File: src/rtl/alu_core.sv
// Registered 5-bit arithmetic unit: add, subtract, multiply and restoring divide.
// The result and the producing mode are captured together on each rising slow_clock.
module alu_core #(
    parameter int WIDTH = 5
) (
    input  logic               slow_clock,
    input  logic               reset,
    input  logic [WIDTH-1:0]   A,
    input  logic [WIDTH-1:0]   B,
    input  logic [1:0]         mode,
    output logic [2*WIDTH-1:0] out,
    output logic [1:0]         state
);

    localparam int RW = 2 * WIDTH;

    typedef enum logic [1:0] {
        MODE_ADD = 2'd0,
        MODE_SUB = 2'd1,
        MODE_MUL = 2'd2,
        MODE_DIV = 2'd3
    } mode_e;

    logic [RW-1:0]    a_ext;
    logic [RW-1:0]    b_ext;
    logic [WIDTH:0]   rem;
    logic [WIDTH-1:0] quo;
    logic [RW-1:0]    out_d;
    logic [RW-1:0]    out_q;
    logic [1:0]       state_d;
    logic [1:0]       state_q;

    assign a_ext = {{WIDTH{1'b0}}, A};
    assign b_ext = {{WIDTH{1'b0}}, B};

    // Unrolled restoring divider; rem stays below 2*B so WIDTH+1 bits suffice.
    always_comb begin
        // NOTE: every combinational output gets a default first so no path infers a latch.
        rem = '0;
        quo = '0;
        for (int i = WIDTH - 1; i >= 0; i--) begin
            rem = {rem[WIDTH-1:0], A[i]};
            if (rem >= {1'b0, B}) begin
                rem    = rem - {1'b0, B};
                quo[i] = 1'b1;
            end
        end
    end

    always_comb begin
        out_d   = '0;
        state_d = mode;
        case (mode_e'(mode))
            MODE_ADD: out_d = a_ext + b_ext;
            MODE_SUB: out_d = a_ext - b_ext;
            MODE_MUL: out_d = a_ext * b_ext;
            MODE_DIV: begin
                if (B == '0) begin
                    out_d = '1;
                end else begin
                    out_d = {rem[WIDTH-1:0], quo};
                end
            end
            default:  out_d = '0;
        endcase
    end

    always_ff @(posedge slow_clock) begin
        // NOTE: state registers use non-blocking assignments so all flops update from pre-edge values.
        if (!reset) begin
            out_q   <= '0;
            state_q <= '0;
        end else begin
            out_q   <= out_d;
            state_q <= state_d;
        end
    end

    assign out   = out_q;
    assign state = state_q;

endmodule

File: config.mk
export PLATFORM = sky130hd
export DESIGN_NAME = alu_core
export DESIGN_NICKNAME = d
export VERILOG_FILES = /design/src/rtl/alu_core.sv
export SDC_FILE = /design/constraint.sdc
export NUM_CORES = 1
export LEC_CHECK = 0
export CORE_MARGIN = 4
export CORE_UTILIZATION = 61
export CTS_BUF_LIST = sky130_fd_sc_hd__clkbuf_2 sky130_fd_sc_hd__clkbuf_4 sky130_fd_sc_hd__clkbuf_8
export CTS_CLUSTER_SIZE = 24
export DETAILED_ROUTE_END_ITERATION = 10
export PLACE_DENSITY = 0.84
export SLEW_MARGIN = 20
export SYNTH_ARGS = -nofsm -noshare
export SYNTH_HDL_FRONTEND = slang
export SYNTH_SLANG_ARGS = --single-unit
export TNS_END_PERCENT = 20
File: constraint.sdc
create_clock -name slow_clock -period 23.4 [get_ports slow_clock]
set_clock_uncertainty 0.05 [all_clocks]
set_input_delay 3.51 -clock slow_clock [delete_from_list [all_inputs] [get_ports slow_clock]]
set_output_delay 3.51 -clock slow_clock [all_outputs]
set_load 0.02 [all_outputs]
# Yosys cells after proc, flatten, opt, wreduce, memory -nomap -nowiden
# Index checks and enable logic that the tools add are counted.
# W data, S select, Z words.
# totals
out_inout_bits,12
word_cells,32
ram_bits,0
ff_bits,12
latchBits,0
romBits,0
memories,0
inputBits,14
# classes
addsub,7
div,0
n_reduce_logical,2
n_lt_le_gt_ge,5
bitwise,0
n_eq_ne,3
multipliers,1
shift,0
n_mux,12
# op_table
cell,count
$pmux W10 S4,1
$mux W5,5
$ge A6 B5 Y1,4
$sub A5 B5 Y5,4
$mul A5 B5 Y10,1
$mux W10,1
$add A5 B5 Y6,1
$sub A5 B5 Y6,1
$ge A1 B5 Y1,1
$logic_not A5 Y1,1
$mux W1,5
$sub A1 B5 Y5,1
$eq A2 B2 Y1 const B,2
$eq A2 B1 Y1 const B,1
$logic_not A2 Y1,1

# Longest topological paths before layout
# depth
ltp_word,12
mapped_depth,38
depth_no_buf,37

# Worst setup path after synthesis
# No wires, ideal clock.
# synth_timing
path_kind,input to register
from,input B[1]
to,register out_q[9] (netlist: out[9])
stages,37
setup_slack_ns,12.787
required_time_ns,23.267
setup_time_ns,0.083
path_buffers,3
arrival_time_ns,10.480
path_cell_list,or4_4 -> buf_6 -> o21ai_0 -> nand2_1 -> inv_1 -> ha_1 -> and3_1 -> a31o_1 -> nor3_2 -> nor2_1 -> a21oi_1 -> inv_1 -> ha_1 -> a41o_1 -> o22a_1 -> a211oi_2 -> nor2_1 -> a21oi_1 -> inv_1 -> ha_1 -> nand2_1 -> a21boi_0 -> o211a_1 -> a211oi_1 -> o221a_4 -> buf_2 -> nor2_1 -> a21oi_1 -> inv_1 -> fa_1 -> nor2b_1 -> o22ai_1 -> a21o_1 -> and3_4 -> buf_6 -> or4_1 -> o221ai_1
# synth_between
elab_chain_len,12
elab_cells_between_ends,20
cone_classes,add/sub: 6; mul: 1; order compare: 5; mux: 7; reduce/logical: 1
# synth_lines
item,line_no,source
from (decl),9,"input logic [WIDTH-1:0] B,"
$sub A1 B5 Y5 / $ge A1 B5 Y1 (equally long branches),"44, 43",
$mux W5,43,"if (rem >= {1'b0, B}) begin"
$sub A5 B5 Y5 / $ge A6 B5 Y1 (equally long branches),"44, 43",
$mux W5,43,
$sub A5 B5 Y5 / $ge A6 B5 Y1 (equally long branches),"44, 43",
$mux W5,43,
$ge A6 B5 Y1 / $sub A5 B5 Y5 (equally long branches),"43, 44",
$mux W5,43,
$sub A5 B5 Y5 / $ge A6 B5 Y1 (equally long branches),"44, 43",
$mux W5,43,
$mux W10,58,if (B == '0) begin
$pmux W10 S4 (*),53,case (mode_e'(mode))
to (signal assigned),74,out_q <= out_d;
to (decl),29,logic [RW-1:0] out_q;
# Every way passes the cells marked *; elsewhere a longest branch is shown, timed or not.
# A chain may end at the register's enable or synchronous reset.

# Worst setup path after layout
# Same ends and word-level chain as after synthesis.

==> impl_metrics.toml <==
[placed_design]
port_buffers = 25
gp_congestion = 0.8959
hpwl_mm = 5.766
placed_area_um2 = 3072
place_inst = 428

[synthesis]
netlist.top_cell.by_area = "ha_1"
synth_ff_type = "dfxtp_1"
synth_seq_cells = 12
synth_edf_count = 0
async_flop_share = 0
netlist_area_um2 = 2803
synthTopCellsByArea = "ha_1 24%, fa_1 11%, dfxtp_1 8.6%, inv_1 6.8%, a21oi_1 5.4%"
syn_avg_cell_area_um2 = 7.807
syn-num-nets = 441
synth_cell_types = 58
synth_top_area_frac = 0.2366
postSynthCellCount = 359
ys.warnings.count = 0
synth_seq_area_share = 0.08571

[cts]
hold_buffers = 0
cts_root_buf = "clkbuf_8"
cts_setup_buffers = 0
cts.sinks = 12
ctsResizeCount = 0
cts_tree = "built"
clk_pin_slew_ns = 0.05
clockBufferDepth = 2
cts_made_buffers = 3
h-tree-depth = 1

[final_layout]
design_area_um2 = 3127
num-nets-final = 463
n_antenna_cell = 0
synthToLayoutAreaGrowth_pct = 11.56
fillers = 386
stdcell_count = 432
drive_gt1_frac = 0.04211

[global_route]
grt_pass1_vias = 2532
track_usage = 0.2579
grt_overflow_total = 0
grt.met2_usage = 0.4477
antenna_found_initial = 0
global_route.usage.met3 = 0.03034
grt_first_pass_wirelength_mm = 11.52
grt_max_degree = 22
busiest_layer = "met2"
met1_usage = 0.3261

[setup_path]
path_class = "primary input to flip-flop"
start_kind = "primary input"
cp_max_fo = 13
cp-end-kind = "flip-flop"
crit_required_ns = 23.51
cp_slowest_stage_delay_ns = 0.79
crit_arrival_ns = 11.78
slowest_stage = "clkdlybuf4s50_1"

[timing]
setup_viol = 0
rsz0062_at_grt = "no"
slew_headroom = 0.5433
slew_violations = 0
hold_viol_final = 0
final.min_clock_period_ns = 11.67
worstMarginPinSlew_ns = 0.6829
max_clock_freq_ghz = 0.08567
fin_tns_setup_ns = 0
post-route-period-util = 0.4988

[power_and_ir_drop]
p_leak_uw = 0.001555
irDropWorstVdd_v = 0.00003806
power_density_nw_per_um2 = 60.69

[worst_hold_path]
hp-class = "primary input to flip-flop"

[flow_run]
max-cap-violations = 0

[floorplanning]
fp.dieW_um = 75.79
die_y_um = 75.79
io_pins = 26
core_um2 = 4414
initial_utilization = 0.6349
die_area_um2 = 5743
rows = 24

[route]
antenna_left = 0
firstDrtPassIters = 4
route.detailed.drc = 0
routed_wirelength_mm = 6.824
routedWlPerCell_um = 15.80
via_count = 2619
drtIter0Drc = 197
vias_per_cell = 6.063

[status]
status = "finished clean"
per-layer routing:
metal | vias to the layer above | wire length [um]
li1 | 1290 | -
met1 | 1224 | 2934
met2 | 93 | 3356
met3 | 12 | 400
met4 | 0 | 132
met5 | - | 0
report_power, final:
part	total (uW)	leakage (uW)	internal [uW]	switching, uW
Sequential	25.0	0.0000995	24.2	0.844
Clock	22.0	0.0000288	14.8	7.14
Combinational	143	0.00143	61.4	81.4
through the flow:
stage               setup slack [ns]  utilization  power [uW]  hold WS, ns
global route                   10.96       0.7083       206.7        3.877
global placement               11.73       0.6959       162.2        4.093
floorplan                      12.79            -       133.6        3.576
CTS                            11.70       0.7083       189.0        3.851
finish                         11.73       0.7083       189.8        3.871
detailed placement             11.47       0.6959       165.7        4.090
worst max-delay path, delay by kind of cell:
| kind | cells | cell delay [ns] |
|---|---|---|
| buf+inv | 5 | 1.40 |
| compound gates | 14 | 3.37 |
| simple gates | 10 | 1.80 |
| fa+ha+maj | 5 | 1.69 |
worst paths after layout:
| path | from | endpoint | slack, ns | depth (start not counted) |
|---|---|---|---|---|
| worst max-delay path | B[1] | out[9] | 11.73 | 34 |
| worst min-delay path | reset | out[4] | 3.87 | 3 |
sequential cells by signal (all words and copies together) (netlist names):
| register | count |
|---|---|
| state | 2 |
| out | 10 |
layout make-up:
cell class | instances | area, um2 | share of cell area
tap | 52 | 65.06 | 0.02081
sequential | 12 | 240.2 | 0.07683
multi-input combinational | 287 | 2321 | 0.7423
timing repair buffer | 25 | 250.2 | 0.08003
clock buffer | 4 | 55.05 | 0.01761
inverter | 52 | 195.2 | 0.06242
cell usage in the layout (no fill, tap or decap), types with 3 or more instances in the layout:
cell type,n
a211oi_1,4
a21boi_0,4
a21o_1,6
a21oi_1,30
a31oi_1,3
and3_1,3
clkbuf_8,4
clkdlybuf4s50_1,25
dfxtp_1,12
fa_1,15
ha_1,53
inv_1,51
mux2i_1,4
nand2_1,24
nand2b_1,6
nand3_1,4
nor2_1,40
nor2b_1,6
nor3_1,3
o211ai_1,4
o21ai_0,14
or2_2,3
xnor2_1,12
xor2_1,8
synthesized netlist by cell type (5+ instances only):
library cell,instances
xor2_1,8
xnor2_1,12
nand2_1,24
dfxtp_1,12
a21oi_1,30
nand2b_1,6
nor2_1,40
a21o_1,6
inv_1,51
clkbuf_1,5
o21ai_0,14
ha_1,53
fa_1,15
nor2b_1,6
logic make-up (layout without fill, tap and decap cells):
logic type	after synthesis	after routing	share of synthesized area
DFF	12	12	0.08571
AOI/OAI and AO/OA	88	88	0.2098
xor gates and xnor gates	20	20	0.06250
adders and majority gates	68	68	0.3438
buffers and inverters	60	81	0.08616
muxes	6	6	0.02232
and+or+nand+nor	105	105	0.1897
Note: power is estimated with default switching activity, not from simulation.
